$ cat config.mk
export PLATFORM = sky130hd
export DESIGN_NAME = rf_wb_stage
export DESIGN_NICKNAME = d
export VERILOG_FILES = /design/src/rtl/rf_wb_stage_pkg.sv /design/src/rtl/wb_src_sel.sv /design/src/rtl/rf_wb_stage.sv
export SDC_FILE = /design/constraint.sdc
export NUM_CORES = 1
export LEC_CHECK = 0
export CAP_MARGIN = 10
export CORE_MARGIN = 2
export CORE_UTILIZATION = 42
export CTS_BUF_LIST = sky130_fd_sc_hd__clkbuf_4
export DETAILED_ROUTE_END_ITERATION = 10
export PLACE_DENSITY = 0.87
export SLEW_MARGIN = 20
export SYNTH_ARGS = -nofsm -noshare
export SYNTH_HDL_FRONTEND = slang
export SYNTH_HIERARCHICAL = 1
export SYNTH_SLANG_ARGS = --single-unit
$ cat constraint.sdc
create_clock -name clk -period 2.75 [get_ports clk]
set_input_delay 0.6875 -clock clk [delete_from_list [all_inputs] [get_ports clk]]
set_output_delay 0.6875 -clock clk [all_outputs]
set_load 0.02 [all_outputs]
$ cat src/rtl/rf_wb_stage_pkg.sv
// Shared types and constants for the register-file write-back stage.
// Defines the FSM state encoding and the default source-index map.
package rf_wb_stage_pkg;

    typedef enum logic [0:0] {
        WB_IDLE     = 1'b0,
        WB_WAIT_MEM = 1'b1
    } wb_state_t;

    localparam int unsigned WB_SRC_IMM = 32'd0;
    localparam int unsigned WB_SRC_R0  = 32'd1;
    localparam int unsigned WB_SRC_ALU = 32'd2;
    localparam int unsigned WB_SRC_MEM = 32'd3;

    localparam int unsigned WB_NUM_SRC_DEFAULT = 32'd4;

endpackage

$ cat src/rtl/wb_src_sel.sv
// Combinational indexed select from a packed source bus, plus an in-range flag.
// An out-of-range select yields zero data and in_range_o = 0.
module wb_src_sel #(
    parameter int DATA_WIDTH = 8,
    parameter int NUM_SRC    = 4,
    parameter int SEL_WIDTH  = 2
) (
    input  logic [NUM_SRC*DATA_WIDTH-1:0] src_data_i,
    input  logic [SEL_WIDTH-1:0]          sel_i,
    output logic [DATA_WIDTH-1:0]         data_o,
    output logic                          in_range_o
);

    // AND-OR mux: at most one source matches, so OR-ing masked slices selects it.
    always_comb begin
        data_o     = {DATA_WIDTH{1'b0}};
        in_range_o = 1'b0;
        for (int i = 0; i < NUM_SRC; i++) begin
            data_o     = data_o | ({DATA_WIDTH{sel_i == SEL_WIDTH'(i)}}
                                   & src_data_i[i*DATA_WIDTH +: DATA_WIDTH]);
            in_range_o = in_range_o | (sel_i == SEL_WIDTH'(i));
        end
    end

endmodule

$ cat src/rtl/rf_wb_stage.sv
// Register-file write-back stage: selects a source, registers data/address and
// issues a one-cycle write strobe, waiting in WB_WAIT_MEM for late memory data.
module rf_wb_stage
    import rf_wb_stage_pkg::*;
#(
    parameter int DATA_WIDTH  = 8,
    parameter int NUM_SRC     = 4,
    parameter int RADDR_WIDTH = 2,
    parameter int MEM_SRC_IDX = WB_SRC_MEM
) (
    input  logic                                     clk,
    input  logic                                     rst_n,
    input  logic                                     flush,
    input  logic                                     req_valid,
    output logic                                     req_ready,
    input  logic [((NUM_SRC > 1) ? $clog2(NUM_SRC) : 1)-1:0] req_src,
    input  logic [RADDR_WIDTH-1:0]                   req_rd,
    input  logic [NUM_SRC*DATA_WIDTH-1:0]            src_data,
    input  logic                                     mem_valid,
    output logic                                     rf_we,
    output logic [RADDR_WIDTH-1:0]                   rf_waddr,
    output logic [DATA_WIDTH-1:0]                    rf_wdata,
    output logic                                     illegal_src,
    output logic                                     busy
);

    localparam int SEL_WIDTH = (NUM_SRC > 1) ? $clog2(NUM_SRC) : 1;

    wb_state_t               state_q, state_d;
    logic                    rf_we_q, rf_we_d;
    logic [RADDR_WIDTH-1:0]  rf_waddr_q, rf_waddr_d;
    logic [DATA_WIDTH-1:0]   rf_wdata_q, rf_wdata_d;
    logic                    illegal_q, illegal_d;
    logic [RADDR_WIDTH-1:0]  pend_rd_q, pend_rd_d;

    logic [DATA_WIDTH-1:0]   sel_data_s;
    logic                    sel_in_range_s;
    logic [DATA_WIDTH-1:0]   mem_data_s;
    logic                    accept_s;
    logic                    is_mem_src_s;

    wb_src_sel #(
        .DATA_WIDTH (DATA_WIDTH),
        .NUM_SRC    (NUM_SRC),
        .SEL_WIDTH  (SEL_WIDTH)
    ) u_src_sel (
        .src_data_i (src_data),
        .sel_i      (req_src),
        .data_o     (sel_data_s),
        .in_range_o (sel_in_range_s)
    );

    // The memory slot is read directly: in WB_WAIT_MEM req_src no longer names it.
    assign mem_data_s   = src_data[MEM_SRC_IDX*DATA_WIDTH +: DATA_WIDTH];
    assign is_mem_src_s = (req_src == SEL_WIDTH'(MEM_SRC_IDX));
    assign req_ready    = (state_q == WB_IDLE);
    assign accept_s     = req_valid & req_ready;

    // Next-state, capture and strobe decode; flush overrides everything else.
    always_comb begin
        state_d    = state_q;
        rf_we_d    = 1'b0;
        rf_waddr_d = rf_waddr_q;
        rf_wdata_d = rf_wdata_q;
        illegal_d  = 1'b0;
        pend_rd_d  = pend_rd_q;
        case (state_q)
            WB_IDLE: begin
                if (flush) begin
                    state_d = WB_IDLE;
                end else if (accept_s) begin
                    if (!sel_in_range_s) begin
                        illegal_d = 1'b1;
                    end else if (is_mem_src_s && !mem_valid) begin
                        pend_rd_d = req_rd;
                        state_d   = WB_WAIT_MEM;
                    end else begin
                        rf_we_d    = 1'b1;
                        rf_waddr_d = req_rd;
                        rf_wdata_d = sel_data_s;
                    end
                end else begin
                    state_d = WB_IDLE;
                end
            end
            WB_WAIT_MEM: begin
                if (flush) begin
                    state_d = WB_IDLE;
                end else if (mem_valid) begin
                    rf_we_d    = 1'b1;
                    rf_waddr_d = pend_rd_q;
                    rf_wdata_d = mem_data_s;
                    state_d    = WB_IDLE;
                end else begin
                    state_d = WB_WAIT_MEM;
                end
            end
            default: begin
                state_d = WB_IDLE;
            end
        endcase
    end

    // State and output registers.
    always_ff @(posedge clk or negedge rst_n) begin
        if (!rst_n) begin
            state_q    <= WB_IDLE;
            rf_we_q    <= 1'b0;
            rf_waddr_q <= {RADDR_WIDTH{1'b0}};
            rf_wdata_q <= {DATA_WIDTH{1'b0}};
            illegal_q  <= 1'b0;
            pend_rd_q  <= {RADDR_WIDTH{1'b0}};
        end else begin
            state_q    <= state_d;
            rf_we_q    <= rf_we_d;
            rf_waddr_q <= rf_waddr_d;
            rf_wdata_q <= rf_wdata_d;
            illegal_q  <= illegal_d;
            pend_rd_q  <= pend_rd_d;
        end
    end

    assign rf_we       = rf_we_q;
    assign rf_waddr    = rf_waddr_q;
    assign rf_wdata    = rf_wdata_q;
    assign illegal_src = illegal_q;
    assign busy        = (state_q == WB_WAIT_MEM);

endmodule

# Word level (Yosys, flattened, before mapping)
# Index checks and enable logic that the tools add are counted.
# word_totals
wordCells	65
inputBits	41
out_inout_bits	14
reg_bits	15
# classes
n_reduce_logical	5
n_eq_ne	9
bitwise_logic	13
mux	32
# op_table
operator	n
$mux 8	6
$and 8x8->8	4
$or 8x8->8	3
$mux 1	16
$pmux 8 s2	1
$mux 2	6
$ne 2x2->1 const B	4
$reduce_and 6->1	1
$reduce_and 5->1	1
$eq 2x2->1 const B	2
$ne 2x1->1 const B	2
$pmux 1 s2	2
$pmux 2 s2	1
$or 1x1->1	3
$eq 2x1->1 const B	1
$logic_not 2->1	1
$not 1->1	2
$and 1x1->1	1
$logic_and 1x1->1	1
$logic_not 1->1	1

# Longest topological paths before layout
# Gate-level depths: netlist (run 1).
# depth
word_depth	10
mapped_depth	5
mapped_depth_nobuf	3

# By module
# The synthesis (run 1) kept the hierarchy.
# by_module_without_submodules
module	cells_per_inst	instances	area_each_um2	seq_area_each_um2
rf_wb_stage	50	1	754.5	375.4
wb_src_sel	12	1	214.0	0.0

# Least setup slack after synthesis (run 1)
# Ideal clock, no wire load.
# synth_timing
path_kind	input to register
start	in req_src[0] (netlist name)
end	reg rf_wdata_q[3] (netlist: rf_wdata[3])
path_slack_ps	821
t_required_ps	2625
setup_time_ps	125
t_arrival_ps	1804
n_path_buf	1
path_stages	4
path_cell_list	buf_6 > mux4_2 > mux2_2 > mux2_2
# synth_via
elab_chain_len	10
word_cells_on_any_way	23
classes_between	5 x eq/ne; 5 x mux; 10 x bitwise; 3 x reduce/logical
# synth_rtl
element	line	rtl
from (decl)	rf_wb_stage.sv:16	input logic [((NUM_SRC > 1) ? $clog2(NUM_SRC) : 1)-1:0] req_src,
$eq 2x1->1 or $logic_not 2->1 (tied branches)	wb_src_sel.sv:19	data_o = data_o | ({DATA_WIDTH{sel_i == SEL_WIDTH'(i)}}
$and 8x8->8	wb_src_sel.sv:20	& src_data_i[i*DATA_WIDTH +: DATA_WIDTH]);
$or 8x8->8 (2 in a row)	wb_src_sel.sv:19	
$or 8x8->8 (*)	wb_src_sel.sv:19	
net sel_data_s[3]	rf_wb_stage.sv:36	logic [DATA_WIDTH-1:0] sel_data_s;
$mux 8 (*)	rf_wb_stage.sv:74	end else if (is_mem_src_s && !mem_valid) begin
$mux 8 (*)	rf_wb_stage.sv:72	if (!sel_in_range_s) begin
$mux 8 (*)	rf_wb_stage.sv:71	end else if (accept_s) begin
$mux 8 (*)	rf_wb_stage.sv:69	if (flush) begin
$pmux 8 s2 (*)	rf_wb_stage.sv:67	case (state_q)
to (signal assigned)	rf_wb_stage.sv:110	rf_wdata_q <= {DATA_WIDTH{1'b0}};
to (signal assigned)	rf_wb_stage.sv:117	rf_wdata_q <= rf_wdata_d;
to (decl)	rf_wb_stage.sv:32	logic [DATA_WIDTH-1:0] rf_wdata_q, rf_wdata_d;
# Mark *: on every way through the listed nets, which the timed path passes. The rest lies on a longest branch. The select of a mux whose other input is x is not followed.
# A chain may end at the register's enable or synchronous reset.

# Worst setup path after layout (run 1)
# layout_timing
start	reg state_q (netlist: busy)
end	out busy
# layout_rtl
element	line	rtl
from (decl)	rf_wb_stage.sv:29	wb_state_t state_q, state_d;
from (signal assigned)	rf_wb_stage.sv:114	state_q <= state_d;
to (decl)	rf_wb_stage.sv:24	output logic busy
# No word-level cell between the ends.

==> metrics.md, run 1 <==
| Metric | Value |
|---|---|
| Number of diodes added for antenna fixing | `0` |
| Sort of element at the end of the critical path | `output port` |
| Final setup vio count | `0` |
| Yosys Warn Count | `6` |
| Sequential area share after synthesis | `0.3876` |
| Count of buffers from port buffering | `54` |
| Clk slew on worst S/H paths | `90 ps` |
| Critical path buffer and inverter count | `1` |
| Vias per cell | `5.211` |
| Status | `finished clean` |
| Hold WC Path Type | `register to register` |
| Cell with the largest stage delay on the worst path | `sky130_fd_sc_hd__clkdlybuf4s50_1` |
| Post-layout net count | `161` |
| Worst-margin pin slew | `694.1 ps` |
| Row cnt | `17` |
| Initial antenna violation count | `0` |
| Critical path class | `register to output port` |
| Clock insertion delay at the later pin of the skew report | `290 ps` |
| Post-synthesis cell type with the largest combined area | `sky130_fd_sc_hd__dfrtp_1` |
| First-iteration detailed-routing DRC count | `4` |
| Count of pins over their slew limit | `0` |
| Starting Density | `0.4420` |
| Cell at the root of the clock tree | `sky130_fd_sc_hd__clkbuf_4` |
| Post-cts repair resize count | `0` |
| Mapped Area | `968.4 sq um` |
| Crit path required time | `2060 ps` |
| Die W | `52.02 um` |
| Max-cap violations | `0` |
| Nets in the synthesized netlist | `103` |
| Buffer levels on the longest clock path | `2` |
| Final Core Density | `0.7099` |
| Max-slew headroom | `0.5358` |
| First-pass GRT wire length | `3698 um` |
| Max Fclk | `418.1 MHz` |
| Routed Antenna Nets | `0` |
| Total Die Area | `2706 sq um` |
| Top-Level Pins | `55` |
| Post-Synthesis Mean Instance Area | `15.62 sq um` |
| Most common cell after layout, fill and taps aside | `sky130_fd_sc_hd__clkdlybuf4s50_1` |
| Peak supply drop | `0.3765 mV` |
| Pre-Repair DR Iteration Count | `4` |
| Arrival time at the worst endpoint | `1700 ps` |
| RSZ-0062 raised after global routing | `false` |
| TritonCTS clock tree | `done` |
| Cell-by-cell listing of the critical path | `clkdlybuf4s50_1` |
| Leftover overflow at the end of global routing | `0` |
| Most area-consuming cells after synthesis | `sky130_fd_sc_hd__dfrtp_1 (39%), sky130_fd_sc_hd__mux4_2 (19%), sky130_fd_sc_hd__mux2_2 (15%)` |
| Instance count of the mapped netlist | `62` |
| Num CTS Buffers | `3` |
| Post-CTS Setup Bufs | `0` |
| Share of final-layout standard cells stronger than drive strength 1 | `0.3529` |
| Hold buffer count at cts | `0` |
| Part of the cycle the worst path needs | `0.8697` |
| Crit-path leading delay family | `buffers and inverters` |
| Count of unresolved DRC violations after routing | `0` |
| Count of vias placed by the detailed router | `766` |
| Worst clock skew | `7.060 ps` |
| Static leakage | `0.6262 nW` |
| Count of distinct cell types in the synthesized netlist | `19` |
| H-tree levels | `1` |
| Worst stage delay on the critical path | `720 ps` |
| Average routed wire per standard cell | `16.24 um` |
| Most frequent cells in the layout | `sky130_fd_sc_hd__clkdlybuf4s50_1 (54), sky130_fd_sc_hd__dfrtp_1 (15), sky130_fd_sc_hd__mux2_2 (13)` |
| Layout Area Growth over Synthesis | `60.59%` |
| Flip-flop and latch count after synthesis | `15` |
| Share of the synthesized area in the top cell type | `0.3876` |
| Min Tclk post-route | `2392 ps` |
| Final estimated routing congestion in global placement | `0.7486` |
| DP HPWL | `1837 um` |
| Endpoints failing hold | `0` |
| Final total power | `0.7449 mW` |
| Maximum net fanout on the critical path | `15` |
| Min Hold Slack | `515.2 ps` |
| GR Util All Layers | `0.1891` |
| Clock sink count | `15` |
| Detailed-route wire length | `2387 um` |
| Placeable Area | `2191 sq um` |
| Sort of element at the start of the critical path | `register` |
| P per Cell Area | `478.9 nW/um^2` |
| Die Span Y | `52.02 um` |
| Maximum number of pins on one net before global-route repair | `16` |
| Number of global-route vias before repair | `786` |
| Setup TNS | `0 ps` |
worst paths after layout:
| kind | startpoint | to | slack [ps] | depth (start not counted) |
|---|---|---|---|---|
| min | rf_wdata[6] | rf_wdata[6] | 520 | 1 |
| max | busy | busy | 360 | 1 |
| max in group asynchronous | rst_n | rf_wdata[6] | 1500 | 1 |
| min in group asynchronous | rst_n | rf_wdata[4] | 800 | 1 |
| max reg2reg | busy | rf_wdata[3] | 970 | 4 |
| min reg2reg | rf_wdata[6] | rf_wdata[6] | 520 | 1 |
registers in the layout, indices dropped and copies added, names as in the netlist:
register and cells:
rf_we 1, rf_wdata 8, pend_rd_q 2, rf_waddr 2, busy 1, illegal_src 1
synthesized netlist by cell type (all sizes together):
master / number
o22ai: 1
a211oi: 1
mux2: 22
and2b: 1
nand3: 1
nand3b: 1
or3b: 1
nor3: 1
nand2: 1
and3b: 1
dfrtp: 15
buf: 5
mux4: 8
inv: 1
nor2: 1
conb: 1
routing by layer:
metal	global-route usage	wire length, um	up-vias
li1	-	-	352
met1	0.2477	1052	371
met2	0.3122	1114	41
met3	0.03448	203	2
met4	0.06579	16	0
met5	0	0	-
where the power goes:
| group | switching, mW | total [mW] | internal (mW) |
|---|---|---|---|
| clock network | 0.0748 | 0.129 | 0.0541 |
| logic | 0.115 | 0.322 | 0.207 |
| registers | 0.0265 | 0.294 | 0.267 |
cells by family after synthesis:
family	share of synthesized area
flip-flops	0.3876
AND/OR/NAND/NOR	0.06072
buffers and inverters	0.05167
multiplexers	0.4767
other	0.003872
AO/OA/AOI/OAI	0.01938
cell type report:
cell class              count  area (sq um)
flip-flops and latches     15         375.4
inverters                   1         3.754
clock buffers               3         22.52
fillers                   154         635.6
clock inverters             1         5.005
multi-input cells          41         543.0
repair buffers             58         570.5
well taps                  28         35.03
stage by stage:
| stage | setup slack (ps) | std cells | instance area, sq um |
|---|---|---|---|
| after CTS | 311.6 | 147 | 1555 |
| after global placement | 240.3 | 143 | 1528 |
| after detailed placement | 229.4 | 143 | 1528 |
| after global routing | 252.9 | 147 | 1555 |
| final | 358.3 | 147 | 1555 |
| after floorplan | 820.9 | 62 | 968.4 |
worst register-to-register path: stages (launching register included):
cell	delay (ps)
sky130_fd_sc_hd__dfrtp_1	590
sky130_fd_sc_hd__nand3b_1	270
sky130_fd_sc_hd__a211oi_2	260
sky130_fd_sc_hd__buf_4	210
sky130_fd_sc_hd__mux2_2	330
Note: power is estimated with default switching activity, not from simulation.
==> run 2, diff against run 1 <==
--- a/config.mk
+++ b/config.mk
@@ -10,6 +10,7 @@
 export CORE_UTILIZATION = 42
 export CTS_BUF_LIST = sky130_fd_sc_hd__clkbuf_4
 export DETAILED_ROUTE_END_ITERATION = 10
+export MAX_ROUTING_LAYER = met4
 export PLACE_DENSITY = 0.87
 export SLEW_MARGIN = 20
 export SYNTH_ARGS = -nofsm -noshare
==> run 2 against run 1 <==
  * Clock-buffer cell count unchanged
  * Setup slack about the same
  * Final area unchanged
  * Non-clock buffer count unchanged
  * Core utilization unchanged
  * Sequential share of layout area unchanged
  * Hold slack about the same
  * Wire length decreased by 0.21%
==> metrics.md, run 2 (synthesis results as in run 1) <==
| Metric | Value |
|---|---|
| Total Die Area | `2706 sq um` |
| Pre-Repair DR Iteration Count | `4` |
| Count of pins over their slew limit | `0` |
| Endpoints failing hold | `0` |
| Length of routed met3 wiring | `199 um` |
| Post-CTS Setup Bufs | `0` |
| Row cnt | `17` |
| Clk slew on worst S/H paths | `90 ps` |
| Worst flop-to-flop path startpoint | `busy` |
| Top-Level Pins | `55` |
| Starting Density | `0.4420` |
| Initial antenna violation count | `0` |
| End point of the worst hold path | `rf_wdata[6]` |
| Area of placed instances | `1528 sq um` |
| Number of filler instances in the final layout | `154` |
| Setup WS pre-CTS | `229.4 ps` |
| Final Core Density | `0.7099` |
| Layout Area Growth over Synthesis | `60.59%` |
| Post-Route M1 WL | `1052 um` |
| Setup TNS | `0 ps` |
| Status | `finished clean` |
| First-iteration detailed-routing DRC count | `4` |
| Summed area of non-filler cells in the final layout | `1555 sq um` |
| Crit path required time | `2060 ps` |
| Peak supply drop | `0.3766 mV` |
| Most frequent cells in the layout | `sky130_fd_sc_hd__clkdlybuf4s50_1 (54), sky130_fd_sc_hd__dfrtp_1 (15), sky130_fd_sc_hd__mux2_2 (13)` |
| Die Span Y | `52.02 um` |
| Crit-path leading delay family | `buffers and inverters` |
| Final estimated routing congestion in global placement | `0.7581` |
| Clock insertion delay at the later pin of the skew report | `290 ps` |
| Cell-by-cell listing of the critical path | `clkdlybuf4s50_1` |
| Worst-margin pin slew | `694.8 ps` |
| Cell with the largest stage delay on the worst path | `sky130_fd_sc_hd__clkdlybuf4s50_1` |
| Number of global-route vias before repair | `790` |
| Worst clock skew | `6.924 ps` |
| Worst stage delay on the critical path | `720 ps` |
| Hold buffer count at cts | `0` |
| P per Cell Area | `478.9 nW/um^2` |
| Post-Place Cells | `143` |
| Smallest setup slack after layout | `358.2 ps` |
| Routed Antenna Nets | `0` |
| RSZ-0062 raised after global routing | `false` |
| Highest signal layer in the routed design | `met4` |
| Share of final-layout standard cells stronger than drive strength 1 | `0.3529` |
| Count of buffers from port buffering | `54` |
| Die W | `52.02 um` |
| Count of vias placed by the detailed router | `760` |
| First-pass GRT wire length | `3691 um` |
| Start point of the worst hold path | `rf_wdata[6]` |
| Average routed wire per standard cell | `16.20 um` |
| Clock sink count | `15` |
| Detailed-route wire length | `2382 um` |
| Count of unresolved DRC violations after routing | `0` |
| Cell at the root of the clock tree | `sky130_fd_sc_hd__clkbuf_4` |
| Path depth of the worst reg2reg path | `4` |
| DP HPWL | `1837 um` |
| Most common cell after layout, fill and taps aside | `sky130_fd_sc_hd__clkdlybuf4s50_1` |
| Logic depth of the worst setup path including buffers | `1` |
| Final cell count without fillers | `147` |
| Multi-input logic area | `543.0 sq um` |
| Flip-flop count of the largest register after layout | `8` |
| Destination of the worst register-to-register timing path | `rf_wdata[3]` |
| Critical path buffer and inverter count | `1` |
| Maximum net fanout on the critical path | `15` |
| Max Fclk | `418.1 MHz` |
| Sequential Area | `375.4 sq um` |
| Part of the cycle the worst path needs | `0.8697` |
| Leftover overflow at the end of global routing | `0` |
| Min Hold Slack | `515.3 ps` |
| Final setup vio count | `0` |
| Sort of element at the start of the critical path | `register` |
| TritonCTS clock tree | `done` |
| Num CTS Buffers | `3` |
| Vias per cell | `5.170` |
| Placeable Area | `2191 sq um` |
| H-tree levels | `1` |
| Hold WC Path Type | `register to register` |
| Buffer levels on the longest clock path | `2` |
| Post-cts repair resize count | `0` |
| Critical path class | `register to output port` |
| Arrival time at the worst endpoint | `1700 ps` |
| Max-cap violations | `0` |
| Met2 WL | `1113 um` |
| Flop-to-flop setup slack | `970 ps` |
| Hold path cells | `1` |
| Min Tclk post-route | `2392 ps` |
| Sort of element at the end of the critical path | `output port` |
| Post-layout net count | `161` |
| Number of diodes added for antenna fixing | `0` |
| GR Util All Layers | `0.1941` |
| Maximum number of pins on one net before global-route repair | `16` |
| Max-slew headroom | `0.5354` |
| Static leakage | `0.6262 nW` |
| Final total power | `0.7448 mW` |
-- run 2: cell type report --
class                           instances  share of cell area
Timing Repair Buffer                   58              0.3669
Clock inverter                          1            0.003218
Clock buffer                            3             0.01448
Inverter                                1            0.002414
Sequential cell                        15              0.2414
Multi-Input combinational cell         41              0.3492
Tap cell                               28             0.02253
-- run 2: worst max-delay path by stage --
| stage | startpoint | to | slack (ps) |
|---|---|---|---|
| after floorplan | req_src[0] | rf_wdata[3] | 820 |
| after global placement | req_src[0] | rf_wdata[1] | 240 |
| after detailed placement | req_src[0] | rf_wdata[7] | 230 |
| after CTS | busy | busy | 310 |
| after global routing | busy | req_ready | 250 |
| final | busy | busy | 360 |
-- run 2: power by group --
group	switching, mW	total [mW]	internal, mW	leakage (nW)
Sequential	0.0264	0.293	0.267	0.185
Combinational	0.115	0.322	0.207	0.423
Clock	0.0748	0.129	0.0541	0.0177
-- run 2: per-layer routing --
| layer | vias to the layer above | track usage |
|---|---|---|
| li1 | 352 | - |
| met1 | 367 | 0.2458 |
| met2 | 39 | 0.3143 |
| met3 | 2 | 0.03448 |
| met4 | 0 | 0.06579 |
| met5 | - | - |
==> run 3, diff against run 2 <==
--- a/config.mk
+++ b/config.mk
@@ -12,6 +12,8 @@
 export DETAILED_ROUTE_END_ITERATION = 10
 export MAX_ROUTING_LAYER = met4
 export PLACE_DENSITY = 0.87
+export RECOVER_POWER = 25
+export REMOVE_ABC_BUFFERS = 1
 export SLEW_MARGIN = 20
 export SYNTH_ARGS = -nofsm -noshare
 export SYNTH_HDL_FRONTEND = slang
==> run 3 against run 2 <==
  * Largest power group unchanged
  * Non-clock buffer count is the same
  * Maximum frequency grew 6.5%
  * Clock power grew 5%
  * Critical endpoint is now rf_wdata[2]
  * Via count grew 1.8%
  * Register-to-register slack gained 70 ps
  * Wire length grew 8.1%
  * Final area grew 0.97%
  * Die area is the same
==> metrics.md, run 3 (synthesis results as in run 1) <==
| Metric | Value |
|---|---|
| Post-cts repair resize count | `0` |
| Die Span Y | `52.02 um` |
| Routed Antenna Nets | `0` |
| Arrival time at the worst endpoint | `2410 ps` |
| Final estimated routing congestion in global placement | `0.6987` |
| Hold WC Path Type | `register to register` |
| TritonCTS clock tree | `done` |
| Hold buffer count at cts | `0` |
| First-iteration detailed-routing DRC count | `10` |
| Critical path class | `input port to register` |
| Highest signal layer in the routed design | `met4` |
| Starting Density | `0.4420` |
| Maximum number of pins on one net before global-route repair | `16` |
| Area of placed instances | `1540 sq um` |
| Most frequent cells in the layout | `sky130_fd_sc_hd__clkdlybuf4s50_1 (53), sky130_fd_sc_hd__dfrtp_1 (15), sky130_fd_sc_hd__mux2_2 (13)` |
| Vias per cell | `5.265` |
| Post-CTS Setup Bufs | `0` |
| Static leakage | `0.6318 nW` |
| Summed area of non-filler cells in the final layout | `1570 sq um` |
| Total Die Area | `2706 sq um` |
| Setup TNS | `0 ps` |
| Initial antenna violation count | `0` |
| Buffer levels on the longest clock path | `2` |
| Number of global-route vias before repair | `829` |
| Die W | `52.02 um` |
| Clock sink count | `15` |
| Final setup vio count | `0` |
| Endpoints failing hold | `0` |
| Cell at the root of the clock tree | `sky130_fd_sc_hd__clkbuf_4` |
| Max Fclk | `445.1 MHz` |
| Top-Level Pins | `55` |
| Max-cap violations | `0` |
| Number of filler instances in the final layout | `148` |
| Sort of element at the start of the critical path | `input port` |
| Clock insertion delay at the later pin of the skew report | `270 ps` |
| Worst clock skew | `2.057 ps` |
| Post-layout net count | `161` |
| Num CTS Buffers | `3` |
| Count of unresolved DRC violations after routing | `0` |
| Clk slew on worst S/H paths | `90 ps` |
| Pre-Repair DR Iteration Count | `3` |
| Worst-margin pin slew | `716.7 ps` |
| Count of vias placed by the detailed router | `774` |
| Flip-flop count of the largest register after layout | `8` |
| Maximum net fanout on the critical path | `6` |
| RSZ-0062 raised after global routing | `false` |
| Count of pins over their slew limit | `0` |
| P per Cell Area | `482.0 nW/um^2` |
| First-pass GRT wire length | `3981 um` |
| Max-slew headroom | `0.5206` |
| Share of final-layout standard cells stronger than drive strength 1 | `0.3529` |
| Most common cell after layout, fill and taps aside | `sky130_fd_sc_hd__clkdlybuf4s50_1` |
| Row cnt | `17` |
| Layout Area Growth over Synthesis | `62.15%` |
| Status | `finished clean` |
| Count of buffers from port buffering | `54` |
| Sort of element at the end of the critical path | `register` |
| GR Util All Layers | `0.2081` |
| H-tree levels | `1` |
| Final Core Density | `0.7167` |
| Detailed-route wire length | `2574 um` |
| Placeable Area | `2191 sq um` |
| Average routed wire per standard cell | `17.51 um` |
| Peak supply drop | `0.3067 mV` |
| Met2 WL | `1161 um` |
| Min Tclk post-route | `2247 ps` |
| Crit path required time | `2920 ps` |
| Length of routed met3 wiring | `208 um` |
| Leftover overflow at the end of global routing | `0` |
| Part of the cycle the worst path needs | `0.8170` |
| Post-Route M1 WL | `1177 um` |
| Number of diodes added for antenna fixing | `0` |
| DP HPWL | `1900 um` |
-- run 3: changes by cell type in the layout (fill, tap and decap cells not counted), sizes merged --
| cell | previous run | this run |
|---|---|---|
| clkdlybuf4s50 | 54 | 53 |
| clkbuf | 3 | 4 |
| dlygate4sd3 | 0 | 1 |
| clkinv | 1 | 0 |
-- run 3: final timing paths --
| path | start | endpoint | slack, ps | depth (start not counted) |
|---|---|---|---|---|
| min in group asynchronous | rst_n | rf_wdata[4] | 900 | 1 |
| max in group asynchronous | rst_n | rf_wdata[7] | 1400 | 1 |
| worst min-delay path | pend_rd_q[0] | pend_rd_q[0] | 510 | 1 |
| worst min register to register | pend_rd_q[0] | pend_rd_q[0] | 510 | 1 |
| worst max register to register | busy | rf_wdata[3] | 1040 | 4 |
| worst max-delay path | req_src[1] | rf_wdata[2] | 500 | 4 |
-- run 3: final cells by class --
type	count	area (sq um)	share of cell area
Sequential cell	15	375.4	0.2390
Inverter	1	3.754	0.002390
Multi-Input combinational cell	41	543.0	0.3458
Tap cell	28	35.03	0.02231
Timing Repair Buffer	58	583.1	0.3713
Clock buffer	4	30.03	0.01912
-- run 3: worst max-delay path: stages --
cell and delay (ps):
sky130_fd_sc_hd__clkdlybuf4s50_1 650, sky130_fd_sc_hd__mux4_2 550, sky130_fd_sc_hd__mux2_2 270, sky130_fd_sc_hd__mux2_4 260
-- run 3: layer usage --
layer  up-vias  track usage
met5         -            -
li1        348            -
met4         0      0.06140
met1       380       0.2910
met2        42       0.3186
met3         4      0.02586
-- run 3: through the flow --
| step | setup WS [ps] | hold slack [ps] | power (mW) | instances |
|---|---|---|---|---|
| 2_1_floorplan | 602.8 | 391.9 | 0.4495 | 57 |
| 3_3_place_gp | 258.4 | 485.9 | 0.6167 | 143 |
| 3_5_place_dp | 235.7 | 493.4 | 0.6254 | 143 |
| 4_1_cts | 528.0 | 514.0 | 0.7647 | 147 |
| 5_1_grt | 460.9 | 531.5 | 0.7999 | 147 |
| 6_report | 503.4 | 513.7 | 0.7568 | 147 |
-- run 3: power by group --
part           leakage (nW)  total (mW)  switching [mW]  internal, mW
sequential            0.185       0.293          0.0264         0.267
clock                0.0184       0.135          0.0688        0.0660
combinational         0.428       0.329           0.120         0.209
total                 0.632       0.757           0.215         0.542
